==> config.mk <==
export PLATFORM = sky130hd
export DESIGN_NAME = alu_arbiter
export DESIGN_NICKNAME = d
export VERILOG_FILES = /design/src/rtl/alu_arbiter_pkg.sv /design/src/rtl/alu.sv /design/src/rtl/alu_rr_pick.sv /design/src/rtl/alu_arbiter.sv
export SDC_FILE = /design/constraint.sdc
export NUM_CORES = 1
export LEC_CHECK = 0
export CAP_MARGIN = 25
export CORE_MARGIN = 4
export CORE_UTILIZATION = 52
export DETAILED_ROUTE_END_ITERATION = 12
export GPL_TIMING_DRIVEN = 0
export PLACE_DENSITY_LB_ADDON = 0.2
export SETUP_SLACK_MARGIN = 0.05
export SYNTH_ARGS = -nofsm -noshare
export SYNTH_HDL_FRONTEND = slang
export SYNTH_SLANG_ARGS = --single-unit
==> constraint.sdc <==
create_clock -name i_clk -period 5.44 [get_ports i_clk]
set_input_delay 0.544 -clock i_clk [delete_from_list [all_inputs] [get_ports i_clk]]
set_output_delay 0.544 -clock i_clk [all_outputs]
set_load 0.02 [all_outputs]
==> src/rtl/alu_arbiter_pkg.sv <==
// alu_arbiter_pkg
//   Shared constants for the ALU arbiter slice: default widths, ALU function
//   codes, requester port ids and the result-slot state encoding.
package alu_arbiter_pkg;

    localparam int DATA_SIZE_DEF = 32;
    localparam int FUNC_SIZE_DEF = 11;

    localparam int unsigned ALU_ADD = 0;
    localparam int unsigned ALU_SUB = 1;
    localparam int unsigned ALU_AND = 2;
    localparam int unsigned ALU_OR  = 3;
    localparam int unsigned ALU_XOR = 4;
    localparam int unsigned ALU_SLT = 5;

    localparam logic PORT_ISSUE = 1'b0;
    localparam logic PORT_BRU   = 1'b1;

    typedef enum logic {
        SLOT_EMPTY = 1'b0,
        SLOT_FULL  = 1'b1
    } slot_state_e;

endpackage

==> src/rtl/alu.sv <==
// alu
//   Single-cycle combinational ALU.
//   Ports:
//     i_a, i_b  [DATA_SIZE]  operands
//     i_func    [FUNC_SIZE]  operation code (ADD/SUB/AND/OR/XOR/SLT, others -> 0)
//     o_out     [DATA_SIZE]  result (ADD/SUB wrap, SLT is unsigned a<b)
//     o_zero                 o_out == 0
module alu
    import alu_arbiter_pkg::*;
#(
    parameter int DATA_SIZE = DATA_SIZE_DEF,
    parameter int FUNC_SIZE = FUNC_SIZE_DEF
) (
    input  logic [DATA_SIZE-1:0] i_a,
    input  logic [DATA_SIZE-1:0] i_b,
    input  logic [FUNC_SIZE-1:0] i_func,
    output logic [DATA_SIZE-1:0] o_out,
    output logic                 o_zero
);

    always_comb begin
        o_out = '0;
        case (i_func)
            FUNC_SIZE'(ALU_ADD): o_out = i_a + i_b;
            FUNC_SIZE'(ALU_SUB): o_out = i_a - i_b;
            FUNC_SIZE'(ALU_AND): o_out = i_a & i_b;
            FUNC_SIZE'(ALU_OR):  o_out = i_a | i_b;
            FUNC_SIZE'(ALU_XOR): o_out = i_a ^ i_b;
            FUNC_SIZE'(ALU_SLT): o_out = DATA_SIZE'(i_a < i_b);
            default:             o_out = '0;
        endcase
    end

    assign o_zero = (o_out == '0);

endmodule

==> src/rtl/alu_rr_pick.sv <==
// alu_rr_pick
//   Two-way grant logic. Default: round-robin, the port that did not win last
//   time wins a contest. With ALU_ARB_FIXED_PRIO_EN defined, port 0 always
//   wins a contest and i_last_id is ignored.
//   Ports:
//     i_valid0, i_valid1  request valids
//     i_last_id           id of the last accepted port
//     o_grant0, o_grant1  one-hot (or zero) grant
//     o_grant_id          id of the granted port (1 only when o_grant1)
module alu_rr_pick
    import alu_arbiter_pkg::*;
(
    input  logic i_valid0,
    input  logic i_valid1,
    input  logic i_last_id,
    output logic o_grant0,
    output logic o_grant1,
    output logic o_grant_id
);

`ifdef ALU_ARB_FIXED_PRIO_EN
    logic unused_last_id;
    assign unused_last_id = i_last_id;

    assign o_grant0 = i_valid0;
    assign o_grant1 = i_valid1 & ~i_valid0;
`else
    assign o_grant0 = i_valid0 & (~i_valid1 | (i_last_id == PORT_BRU));
    assign o_grant1 = i_valid1 & (~i_valid0 | (i_last_id == PORT_ISSUE));
`endif

    assign o_grant_id = o_grant1 ? PORT_BRU : PORT_ISSUE;

endmodule

==> src/rtl/alu_arbiter.sv <==
// alu_arbiter
//   Shares one ALU between the issue stage (port 0) and the address/branch
//   unit (port 1). Round-robin grant (fixed port-0 priority when
//   ALU_ARB_FIXED_PRIO_EN is defined), valid/ready on both sides, one-entry
//   registered result slot tagged with the requester id.
//   Ports:
//     i_clk, i_rst                 clock, async active-high reset
//     i_reqN_valid/_a/_b/_func     request per port (held until accepted)
//     o_reqN_ready                 accept this cycle when valid & ready
//     o_rsp_valid/_id/_out/_zero   registered result slot
//     i_rsp_ready                  consumer takes result when valid & ready
module alu_arbiter
    import alu_arbiter_pkg::*;
#(
    parameter int DATA_SIZE = DATA_SIZE_DEF,
    parameter int FUNC_SIZE = FUNC_SIZE_DEF
) (
    input  logic                 i_clk,
    input  logic                 i_rst,
    input  logic                 i_req0_valid,
    input  logic [DATA_SIZE-1:0] i_req0_a,
    input  logic [DATA_SIZE-1:0] i_req0_b,
    input  logic [FUNC_SIZE-1:0] i_req0_func,
    input  logic                 i_req1_valid,
    input  logic [DATA_SIZE-1:0] i_req1_a,
    input  logic [DATA_SIZE-1:0] i_req1_b,
    input  logic [FUNC_SIZE-1:0] i_req1_func,
    output logic                 o_req0_ready,
    output logic                 o_req1_ready,
    output logic                 o_rsp_valid,
    output logic                 o_rsp_id,
    output logic [DATA_SIZE-1:0] o_rsp_out,
    output logic                 o_rsp_zero,
    input  logic                 i_rsp_ready
);

    slot_state_e          state_q, state_d;
    logic                 rsp_id_q, rsp_id_d;
    logic [DATA_SIZE-1:0] rsp_out_q, rsp_out_d;
    logic                 rsp_zero_q, rsp_zero_d;
    logic                 last_id_q, last_id_d;

    logic                 grant0, grant1, grant_id;
    logic                 can_accept, accept;
    logic [DATA_SIZE-1:0] alu_a, alu_b, alu_out;
    logic [FUNC_SIZE-1:0] alu_func;
    logic                 alu_zero;

    alu_rr_pick u_pick (
        .i_valid0   (i_req0_valid),
        .i_valid1   (i_req1_valid),
        .i_last_id  (last_id_q),
        .o_grant0   (grant0),
        .o_grant1   (grant1),
        .o_grant_id (grant_id)
    );

    assign alu_a    = grant_id ? i_req1_a    : i_req0_a;
    assign alu_b    = grant_id ? i_req1_b    : i_req0_b;
    assign alu_func = grant_id ? i_req1_func : i_req0_func;

    alu #(
        .DATA_SIZE (DATA_SIZE),
        .FUNC_SIZE (FUNC_SIZE)
    ) u_alu (
        .i_a    (alu_a),
        .i_b    (alu_b),
        .i_func (alu_func),
        .o_out  (alu_out),
        .o_zero (alu_zero)
    );

    // Reset clears the slot to EMPTY, so readies must be masked by i_rst
    // explicitly to stay low while reset is held.
    assign can_accept   = (state_q == SLOT_EMPTY) | i_rsp_ready;
    assign o_req0_ready = grant0 & can_accept & ~i_rst;
    assign o_req1_ready = grant1 & can_accept & ~i_rst;
    assign accept       = o_req0_ready | o_req1_ready;

    always_comb begin
        state_d    = state_q;
        rsp_id_d   = rsp_id_q;
        rsp_out_d  = rsp_out_q;
        rsp_zero_d = rsp_zero_q;
        last_id_d  = last_id_q;
        if (accept) begin
            state_d    = SLOT_FULL;
            rsp_id_d   = grant_id;
            rsp_out_d  = alu_out;
            rsp_zero_d = alu_zero;
            last_id_d  = grant_id;
        end else if ((state_q == SLOT_FULL) && i_rsp_ready) begin
            state_d = SLOT_EMPTY;
        end
    end

    always_ff @(posedge i_clk or posedge i_rst) begin
        if (i_rst) begin
            state_q    <= SLOT_EMPTY;
            rsp_id_q   <= 1'b0;
            rsp_out_q  <= '0;
            rsp_zero_q <= 1'b0;
            last_id_q  <= PORT_BRU;
        end else begin
            state_q    <= state_d;
            rsp_id_q   <= rsp_id_d;
            rsp_out_q  <= rsp_out_d;
            rsp_zero_q <= rsp_zero_d;
            last_id_q  <= last_id_d;
        end
    end

    assign o_rsp_valid = (state_q == SLOT_FULL);
    assign o_rsp_id    = rsp_id_q;
    assign o_rsp_out   = rsp_out_q;
    assign o_rsp_zero  = rsp_zero_q;

endmodule

==> results.tsv, run 1 <==
metric	value	unit
status	finished, final reports clean	
cap_violations	0	
synth_nets	1502	
worst_ep_required_time	5.66	ns
cts.htree.levels	2	
place.gp.congestion	1.04	
antenna_found_initial	0	
viasPerCell	6.32	
place_hpwl	26900	um
cts_buffers	5	
final_antenna_net_count	0	
grt_max_degree	26	
maxSlewViolCount	0	
pwr-share-clk	0.099	
yosysSeqAreaShare	0.113	
fin_crit_sh	0.945	
netlist_area	0.00799	mm^2
synthFlopType	dfrtp_1	
hold_class	reg2reg	
grt_pass1_wl	51800	um
p_seq_frac	0.144	
setup_viol	0	
grt.total_usage	0.366	
antenna_cells	0	
synth_edf_count	0	
wirelength	33900	um
finalWorstPathRequiredPeriod	5.14	ns
power	2.87	mW
vias	10400	
met3_length	3820	um
synthArstFlopShare	1.00	
pin_count	192	
synth-seq-cells	36	
placed_cell_area	0.0102	mm^2
cp-end-kind	flip-flop	
netlist_instances	1246	
initial_core_util	0.528	
synth_warnings	0	
final.setup.worst_slack	0.300	ns
dieArea	0.0174	mm^2
relSlewSlack	0.341	
path_class	reg2reg	
sw_frac_of_total	0.518	
final_cells	1642	
wl_per_cell	20.6	um
cts.sinks	36	
startpoint_type	flip-flop	
place_inst	1627	
io_buffers	191	
area_delta_synth_final	33.5	%
worstPathArrival	5.36	ns
die_x	132	um
drc_errors	0	
clkLatencyLatePin	0.28	ns
rows	45	
postLayoutCellArea	0.0107	mm^2
tightest_slew	0.989	ns
syn_area_per_cell	6.42	um^2
route.met2.wl	15300	um
rsz0062_at_grt	no	
grt_pass1_vias	9680	
p_comb_frac	0.757	
power_density	269	mW/mm^2
clockBufferDepth	2	
p_int	1.38	mW
clkTransAtPathRegs	0.05	ns
synth.area.top_cells	ha_1 15%, nand2_1 12%, dfrtp_1 11%	
die_y	132	um
synth_top_area_share	0.155	
worstPathMaxFanout	19	
grt.overflow.total	0	
skew	0.00102	ns
fmax	195	MHz
cts_tree	yes	
yosysTopAreaCell	ha_1	
core	0.0151	mm^2
wirelength_met1	13500	um
hold_buffers	0	
finalNetCount	1709	
drive_above_1_share	0.0750	
pre_cts_slack	-1.90	ns
vdd_drop_max	0.165	mV
routed.top_layer	met4	
firstDrtPassIters	7	
hold_viol	0	
cts_root_buffer	clkbuf_16	
drt_iter0_drc	1321	
power.leakage	4.86	nW
p_sw	1.49	mW
ys_types	89	
[through the flow]
step                hold WS (ns)   util  TNS [ns]
floorplan                  0.506      -         0
global placement           0.462  0.670    -17.97
detailed placement         0.473  0.672    -19.51
CTS                        0.485  0.695         0
global route               0.507  0.705         0
finish                     0.481  0.705         0
[final cells by class]
type	count	area, um^2
plain buffers	63	332
clock buffers	8	146
fillers	1320	4470
inverters	99	372
multi-input cells	1046	6650
flip-flops and latches	36	902
well taps	188	235
repair buffers	202	2030
[synthesized netlist by cell type, drive strengths merged, types with 7 or more instances]
library cell / count
a2111oi: 9
a211oi: 12
a21o: 15
a21oi: 112
a31oi: 15
and2: 9
and3: 9
buf: 22
clkbuf: 43
dfrtp: 35
ha: 99
inv: 99
mux2: 7
mux2i: 12
nand2: 259
nand2b: 14
nand3: 25
nand4: 13
nor2: 150
nor3: 25
nor4: 10
o211ai: 11
o21a: 9
o21ai: 65
o21bai: 10
o221ai: 7
o22ai: 8
o311ai: 9
o31ai: 10
or3: 14
xnor2: 7
[sequential cells by signal, indices dropped and copies added (netlist names)]
name         cells
last_id_q        1
o_rsp_id         1
o_rsp_out       32
o_rsp_valid      1
o_rsp_zero       1
[critical path, stage by stage, from the launching register on]
cell	delay [ns]
dfstp_2	0.57
a21bo_1	0.13
buf_4	0.20
buf_12	0.21
buf_2	0.24
nand2_1	0.07
nand2_1	0.12
ha_1	0.24
buf_2	0.18
or4_4	0.50
or3_1	0.45
a211oi_2	0.25
nor3_2	0.14
a21oi_4	0.23
a2111o_1	0.19
o221ai_2	0.12
a211o_1	0.32
a2111o_1	0.45
nor4_2	0.29
nand2_1	0.08
nand2_1	0.07
[power groups by stage]
stage	clock [mW]	sequential [mW]	combinational [mW]
after floorplan	0	0.517	1.18
after global placement	0	0.405	1.97
after detailed placement	0	0.412	2.00
after CTS	0.283	0.411	2.08
after global routing	0.296	0.424	2.33
final	0.285	0.412	2.17
[cells by family (layout without fill, tap and decap cells)]
group           Yosys count  after routing  synth area share
fa+ha+maj               101            101             0.160
compound gates          365            365             0.308
simple gates            553            553             0.302
xor+xnor                  8              8           0.00877
flops                    36             36             0.113
buf+inv                 164            372            0.0815
mux                      19             19            0.0265
[routing by layer]
layer | GRT usage | vias up
li1 | - | 4819
met1 | 0.473 | 4757
met2 | 0.609 | 696
met3 | 0.0668 | 110
met4 | 0.132 | 0
met5 | 0 | -
[cell usage in the layout (no fill, tap or decap), types with 6 or more instances in the layout]
| cell | synthesis | routed |
|---|---|---|
| xnor2_1 | 7 | 7 |
| o211ai_1 | 11 | 11 |
| inv_1 | 93 | 93 |
| o21ai_1 | 13 | 13 |
| clkbuf_1 | 43 | 30 |
| inv_2 | 6 | 6 |
| o221ai_1 | 6 | 6 |
| nand2b_1 | 14 | 14 |
| nand2_1 | 259 | 257 |
| o21ai_0 | 50 | 49 |
| nor3_1 | 25 | 24 |
| buf_4 | 3 | 10 |
| clkbuf_2 | 0 | 8 |
| a211oi_1 | 11 | 9 |
| o22ai_1 | 8 | 8 |
| nand3_1 | 25 | 24 |
| nor4_1 | 9 | 8 |
| o21a_1 | 9 | 9 |
| o21bai_1 | 10 | 10 |
| nor2_1 | 149 | 149 |
| mux2i_1 | 11 | 11 |
| a31oi_1 | 15 | 13 |
| buf_2 | 14 | 19 |
| a2bb2oi_1 | 6 | 6 |
| o31ai_1 | 10 | 7 |
| a21oi_1 | 111 | 109 |
| nand4_1 | 13 | 13 |
| and3_1 | 9 | 9 |
| a21o_1 | 15 | 15 |
| or3_1 | 14 | 14 |
| mux2_2 | 6 | 6 |
| dfrtp_1 | 35 | 35 |
| clkdlybuf4s50_1 | 0 | 189 |
| and2_1 | 8 | 8 |
| ha_1 | 99 | 98 |
[worst paths after layout]
check                      cells after the start      start  slack (ns)            end
hold reg to reg                                1   o_rsp_id        0.48       o_rsp_id
max in group asynchronous                      3      i_rst        4.30  o_rsp_out[19]
setup reg to reg                              20  last_id_q        0.30     o_rsp_zero
setup / recovery                              20  last_id_q        0.30     o_rsp_zero
hold / removal                                 1   o_rsp_id        0.48       o_rsp_id
min in group asynchronous                      2      i_rst        0.64   o_rsp_out[4]
[what timing repair did]
| item | in CTS | in global routing |
|---|---|---|
| resized for setup | 43 | 31 |
| endpoints found under the setup margin | 25 | 2 |
| buffers inserted | 3 | 5 |
| pin swaps | 4 | 11 |
Note: power is estimated with default switching activity, not from simulation.
==> run 2: changes to the inputs <==
--- a/config.mk
+++ b/config.mk
@@ -5,7 +5,8 @@
 export SDC_FILE = /design/constraint.sdc
 export NUM_CORES = 1
 export LEC_CHECK = 0
-export CAP_MARGIN = 25
+export ABC_CLOCK_PERIOD_IN_PS = 5440
+export CAP_MARGIN = 15
 export CORE_MARGIN = 4
 export CORE_UTILIZATION = 52
 export DETAILED_ROUTE_END_ITERATION = 12
==> results.tsv, run 2 (synthesis gave the netlist of run 1 again) <==
metric	value	unit	change
power_density	268	mW/mm^2	-0.19%
viasPerCell	6.29		-0.50%
maxSlewViolCount	0		unchanged
grt.overflow.total	0		unchanged
p_sw	1.47	mW	-1.1%
pwr-share-clk	0.098		about the same
power.leakage	4.84	nW	-0.37%
fin_crit_sh	0.949		+0.00442
cts_root_buffer	clkbuf_16		
clkTransAtPathRegs	0.05	ns	about the same
drt_iter0_drc	1164		-12%
die_y	132	um	unchanged
busiest_layer	met2		
cts_buffers	5		unchanged
rsz0062_at_grt	no		
rows	45		unchanged
cts_tree	yes		
status	finished, final reports clean		
p_int	1.38	mW	-0.51%
crit_chain	a21bo_1, buf_4, buf_12, clkbuf_2, nand2_1, nand2_1, ha_1, buf_6, or4_4, or3_1, a211oi_2, nor3_2, a21oi_4, a2111o_1, o221ai_2, a211o_1, a2111o_1, nor4_2, nand2_1, nand2_1		
vias	10300		-0.56%
skew	0.00202	ns	+0.00100 ns
antenna_cells	0		unchanged
drc_errors	0		unchanged
finalWorstPathRequiredPeriod	5.16	ns	+0.0240 ns
cp_slowest_cell	dfstp_2		
placed_cell_area	0.0102	mm^2	unchanged
wirelength	33600	um	-0.94%
path_class	reg2reg		
clkLatencyLatePin	0.28	ns	about the same
cp-end-kind	flip-flop		
pin_count	192		unchanged
initial_core_util	0.528		unchanged
largest_reg_flops	32		unchanged
grt.total_usage	0.361		-0.00497
cts.sinks	36		unchanged
vdd_drop_max	0.170	mV	+2.6%
fill_cells	1320		unchanged
cap_violations	0		unchanged
antenna_found_initial	0		unchanged
p_comb_frac	0.758		about the same
regArea	902	um^2	unchanged
clockBufferDepth	2		unchanged
worst_ep_required_time	5.65	ns	about the same
final_common_cell	nand2_1		
setup_viol	0		unchanged
area_delta_synth_final	32.7	%	
grt_pass1_vias	9499		-1.9%
place_hpwl	26900	um	about the same
io_buffers	191		unchanged
holdWs	0.480	ns	-0.00193 ns
postLayoutCellArea	0.0106	mm^2	-0.60%
drive_above_1_share	0.0709		-0.00408
layout_common_cells	257 x nand2_1, 189 x clkdlybuf4s50_1, 149 x nor2_1		
core	0.0151	mm^2	unchanged
hold_viol	0		unchanged
grt_use_met3	0.0580		-0.00878
final_antenna_net_count	0		unchanged
fmax	194	MHz	-0.47%
worstPathMaxFanout	16		-3
cts.htree.levels	2		unchanged
place.gp.congestion	1.04		unchanged
grt_pass1_wl	51200	um	-1.3%
sw_frac_of_total	0.516		-0.00136
use_met2	0.595		-0.0143
relSlewSlack	0.177		-0.164
finalNetCount	1708		-0.059%
cp_common_cell	nand2_1		
p_seq_frac	0.144		about the same
grt_max_degree	26		unchanged
global_route.usage.met1	0.475		+0.00164
hold_class	reg2reg		
firstDrtPassIters	8		+1
die_x	132	um	unchanged
dieArea	0.0174	mm^2	unchanged
startpoint_type	flip-flop		
max_stage_delay	0.57	ns	about the same
multi_input_area	0.00662	mm^2	-0.51%
worstPathArrival	5.38	ns	+0.02 ns
wl_per_cell	20.5	um	-0.88%
tightest_slew	1.20	ns	+0.214 ns
## run 2: cell types whose count changed in the layout (fill, tap and decap cells not counted), moves of 2 or more
cell,change
a21oi_1,+2
a2111oi_2,-2
a2111oi_1,+2
a21oi_2,-2
## run 2: timing repair
item	in CTS	in global routing
hold buffers	0	0
resized for setup	37	29
pin swaps	2	10
endpoints found under the setup margin	25	2
setup buffers	2	6
## run 2: area by class of cell
| cell class | count | share of cell area |
|---|---|---|
| sequential | 36 | 0.0850 |
| clock buffer | 8 | 0.0138 |
| buffer | 63 | 0.0308 |
| tap | 188 | 0.0222 |
| timing repair buffer | 201 | 0.189 |
| inverter | 99 | 0.0350 |
| multi-input combinational | 1046 | 0.624 |
## run 2: critical path: cells and delay by family (launching register included)
| kind | cells | cell delay [ns] |
|---|---|---|
| buf+inv | 4 | 0.86 |
| compound gates | 7 | 1.69 |
| fa+ha+maj | 1 | 0.24 |
| simple gates | 8 | 1.71 |
| flops | 1 | 0.57 |
## run 2: path summary, 6_finish.rpt
path                                start            end  slack, ns  cells after the start
worst max-delay path            last_id_q     o_rsp_zero       0.28                     20
worst min-delay path             o_rsp_id       o_rsp_id       0.48                      1
worst max register to register  last_id_q     o_rsp_zero       0.28                     20
worst min register to register   o_rsp_id       o_rsp_id       0.48                      1
max in group asynchronous           i_rst  o_rsp_out[30]       4.31                      3
min in group asynchronous           i_rst   o_rsp_out[4]       0.64                      2
## run 2: power groups by stage
stage / Combinational (mW) / Clock [mW] / Sequential (mW)
after CTS: 2.06 / 0.282 / 0.409
after global placement: 1.97 / 0 / 0.405
after floorplan: 1.18 / 0 / 0.517
final: 2.16 / 0.279 / 0.410
after global routing: 2.31 / 0.295 / 0.423
after detailed placement: 2.00 / 0 / 0.412
## run 2: routing by layer
metal  routed length (um)  up-vias
met5                    0        -
met4                 1250        0
met3                 3590       99
met2                15100      639
met1                13600     4773
li1                     -     4813
## run 2: metrics by stage
step | setup slack (ns) | utilization | std cells | TNS, ns | power (mW)
floorplan | 0.468 | - | 1246 | 0 | 1.70
global placement | -1.87 | 0.670 | 1625 | -17.97 | 2.38
detailed placement | -1.96 | 0.672 | 1627 | -20.03 | 2.41
CTS | 0.0741 | 0.692 | 1635 | 0 | 2.75
global route | 0.122 | 0.700 | 1641 | 0 | 3.03
finish | 0.276 | 0.700 | 1641 | 0 | 2.85
==> run 3: changes to the inputs <==
--- a/config.mk
+++ b/config.mk
@@ -7,7 +7,7 @@
 export LEC_CHECK = 0
 export ABC_CLOCK_PERIOD_IN_PS = 5440
 export CAP_MARGIN = 15
-export CORE_MARGIN = 4
+export CORE_MARGIN = 2
 export CORE_UTILIZATION = 52
 export DETAILED_ROUTE_END_ITERATION = 12
 export GPL_TIMING_DRIVEN = 0
==> results.tsv, run 3 (synthesis gave the netlist of run 1 again) <==
metric	value	unit	change
status	finished, final reports clean		
fin_crit_sh	0.934		-0.0152
die_x	128	um	-3.0%
io_buffers	191		unchanged
timing.reg2reg.setup_slack	0.36	ns	+0.08 ns
critPathBufInv	4		unchanged
clkLatencyLatePin	0.28	ns	about the same
drc_errors	0		unchanged
holdPathEnd	o_rsp_out[24]		
rsz0062_at_grt	no		
antenna_found_initial	0		unchanged
grt_pass1_vias	10200		+7.6%
place_hpwl	27100	um	+0.81%
place.gp.congestion	1.07		+3.2%
fmax	197	MHz	+1.6%
fin_util	0.709		+0.00817
final_antenna_net_count	0		unchanged
clkTransAtPathRegs	0.05	ns	about the same
initial_core_util	0.530		+0.00197
wl_per_cell	21.3	um	+3.9%
rows	45		unchanged
viasPerCell	6.48		+3.0%
firstDrtPassIters	6		-2
cp-end-kind	flip-flop		
grt_max_degree	27		+3.8%
layout_common_cells	257 x nand2_1, 189 x clkdlybuf4s50_1, 149 x nor2_1		
power_density	271	mW/mm^2	+1.1%
dieArea	0.0164	mm^2	-6.0%
largest_reg_flops	32		unchanged
hold_buffers	0		unchanged
area_delta_synth_final	33.7	%	
vdd_drop_max	0.163	mV	-4.0%
vias	10600		+2.9%
cap_violations	0		unchanged
worstPathArrival	5.30	ns	-0.08 ns
tns	0	ns	unchanged
cts_tree	yes		
relSlewSlack	0.287		+0.110
placed_cell_area	0.0102	mm^2	about the same
postLayoutCellArea	0.0107	mm^2	+0.79%
reg2reg_from	last_id_q		
cts.htree.levels	2		unchanged
tightest_slew	1.04	ns	-0.161 ns
grt.total_usage	0.419		+0.0582
pin_count	192		unchanged
wirelength	34900	um	+3.9%
final_common_cell	nand2_1		
cts_buffers	5		unchanged
cp_top_family	compound AO/OA/AOI/OAI gates		
path_class	reg2reg		
hold_viol	0		unchanged
worstPathMaxFanout	17		+1
drt_iter0_drc	1254		+7.7%
r2r_cells	21		+5.0%
startpoint_type	flip-flop		
grt_pass1_wl	54300	um	+6.1%
r2r-end	o_rsp_zero		
drive_above_1_share	0.0758		+0.00487
die_y	128	um	-3.0%
max_stage_delay	0.57	ns	about the same
cts_root_buffer	clkbuf_16		
setup_viol	0		unchanged
core	0.0151	mm^2	-0.37%
worst_ep_required_time	5.66	ns	about the same
clockBufferDepth	2		unchanged
finalNetCount	1707		-0.059%
grt.overflow.total	0		unchanged
antenna_cells	0		unchanged
worstHoldPathCells	2		+1
cp_slowest_cell	dfstp_2		
maxSlewViolCount	0		unchanged
hold_class	reg2reg		
cp_common_cell	nand2_1		
power.leakage	4.85	nW	+0.27%
cts.sinks	36		unchanged
crit_chain	a21bo_1, buf_6, buf_12, buf_6, nand2_1, nand2_1, ha_4, inv_1, fa_2, nor2b_2, o311ai_4, a2111oi_0, a211oi_2, nor3_1, a2111oi_0, a21oi_1, a221oi_1, nand4_1, nor4_2, nand2_1, nand2_1		
skew	0.00127	ns	-0.000757 ns
finalWorstPathRequiredPeriod	5.08	ns	-0.0828 ns
min_from	o_rsp_out[24]		
==> run 3: power breakdown <==
part	internal (mW)	switching, mW	leakage, nW
sequential	0.359	0.0564	0.433
clock	0.182	0.104	0.0712
combinational	0.849	1.35	4.35
==> run 3: area by class of cell <==
cell class                      count  area [um^2]
Multi-Input combinational cell   1046         6690
Fill cell                        1258         4400
Timing Repair Buffer              200         2000
Sequential cell                    36          902
Inverter                           99          372
Buffer                             63          342
Tap cell                          188          235
Clock buffer                        8          146
==> run 3: worst register-to-register path, delay by kind of cell (launching register included) <==
family,cells,cell delay [ns]
AOI/OAI and AO/OA,7,2.12
and+or+nand+nor,8,1.14
buffers and inverters,4,0.61
adders and majority gates,2,0.58
DFF,1,0.57
==> run 3: how the worst max path moves through the flow <==
stage	start	end	slack, ns	cells after the start
finish	last_id_q	o_rsp_zero	0.36	21
global route	last_id_q	o_rsp_zero	0.24	21
CTS	i_req1_valid	o_rsp_zero	0.06	20
detailed placement	i_req1_valid	o_rsp_zero	-1.79	21
global placement	i_req0_valid	o_rsp_zero	-1.73	23
floorplan	i_req1_valid	o_rsp_zero	0.47	22
==> run 3: per-layer routing <==
layer / track usage / share of wire / up-vias
met2: 0.671 / 0.45 / 820
met5: 0 / 0 / -
met1: 0.543 / 0.38 / 4864
li1: - / - / 4801
met3: 0.0797 / 0.13 / 142
met4: 0.201 / 0.049 / 0
==> run 3: through the flow <==
stage               power [mW]  hold slack (ns)  setup slack (ns)  cells
finish                    2.90            0.500             0.359   1640
global route              3.08            0.520             0.238   1640
CTS                       2.77            0.495            0.0574   1635
detailed placement        2.41            0.483             -1.79   1627
global placement          2.37            0.458             -1.73   1625
floorplan                 1.70            0.506             0.468   1246
==> run 3: what timing repair did <==
action,in CTS,in global routing
endpoints found under the setup margin,23,4
pin swaps,2,10
cloned,0,0
gates resized for setup,39,52
setup buffers,1,6
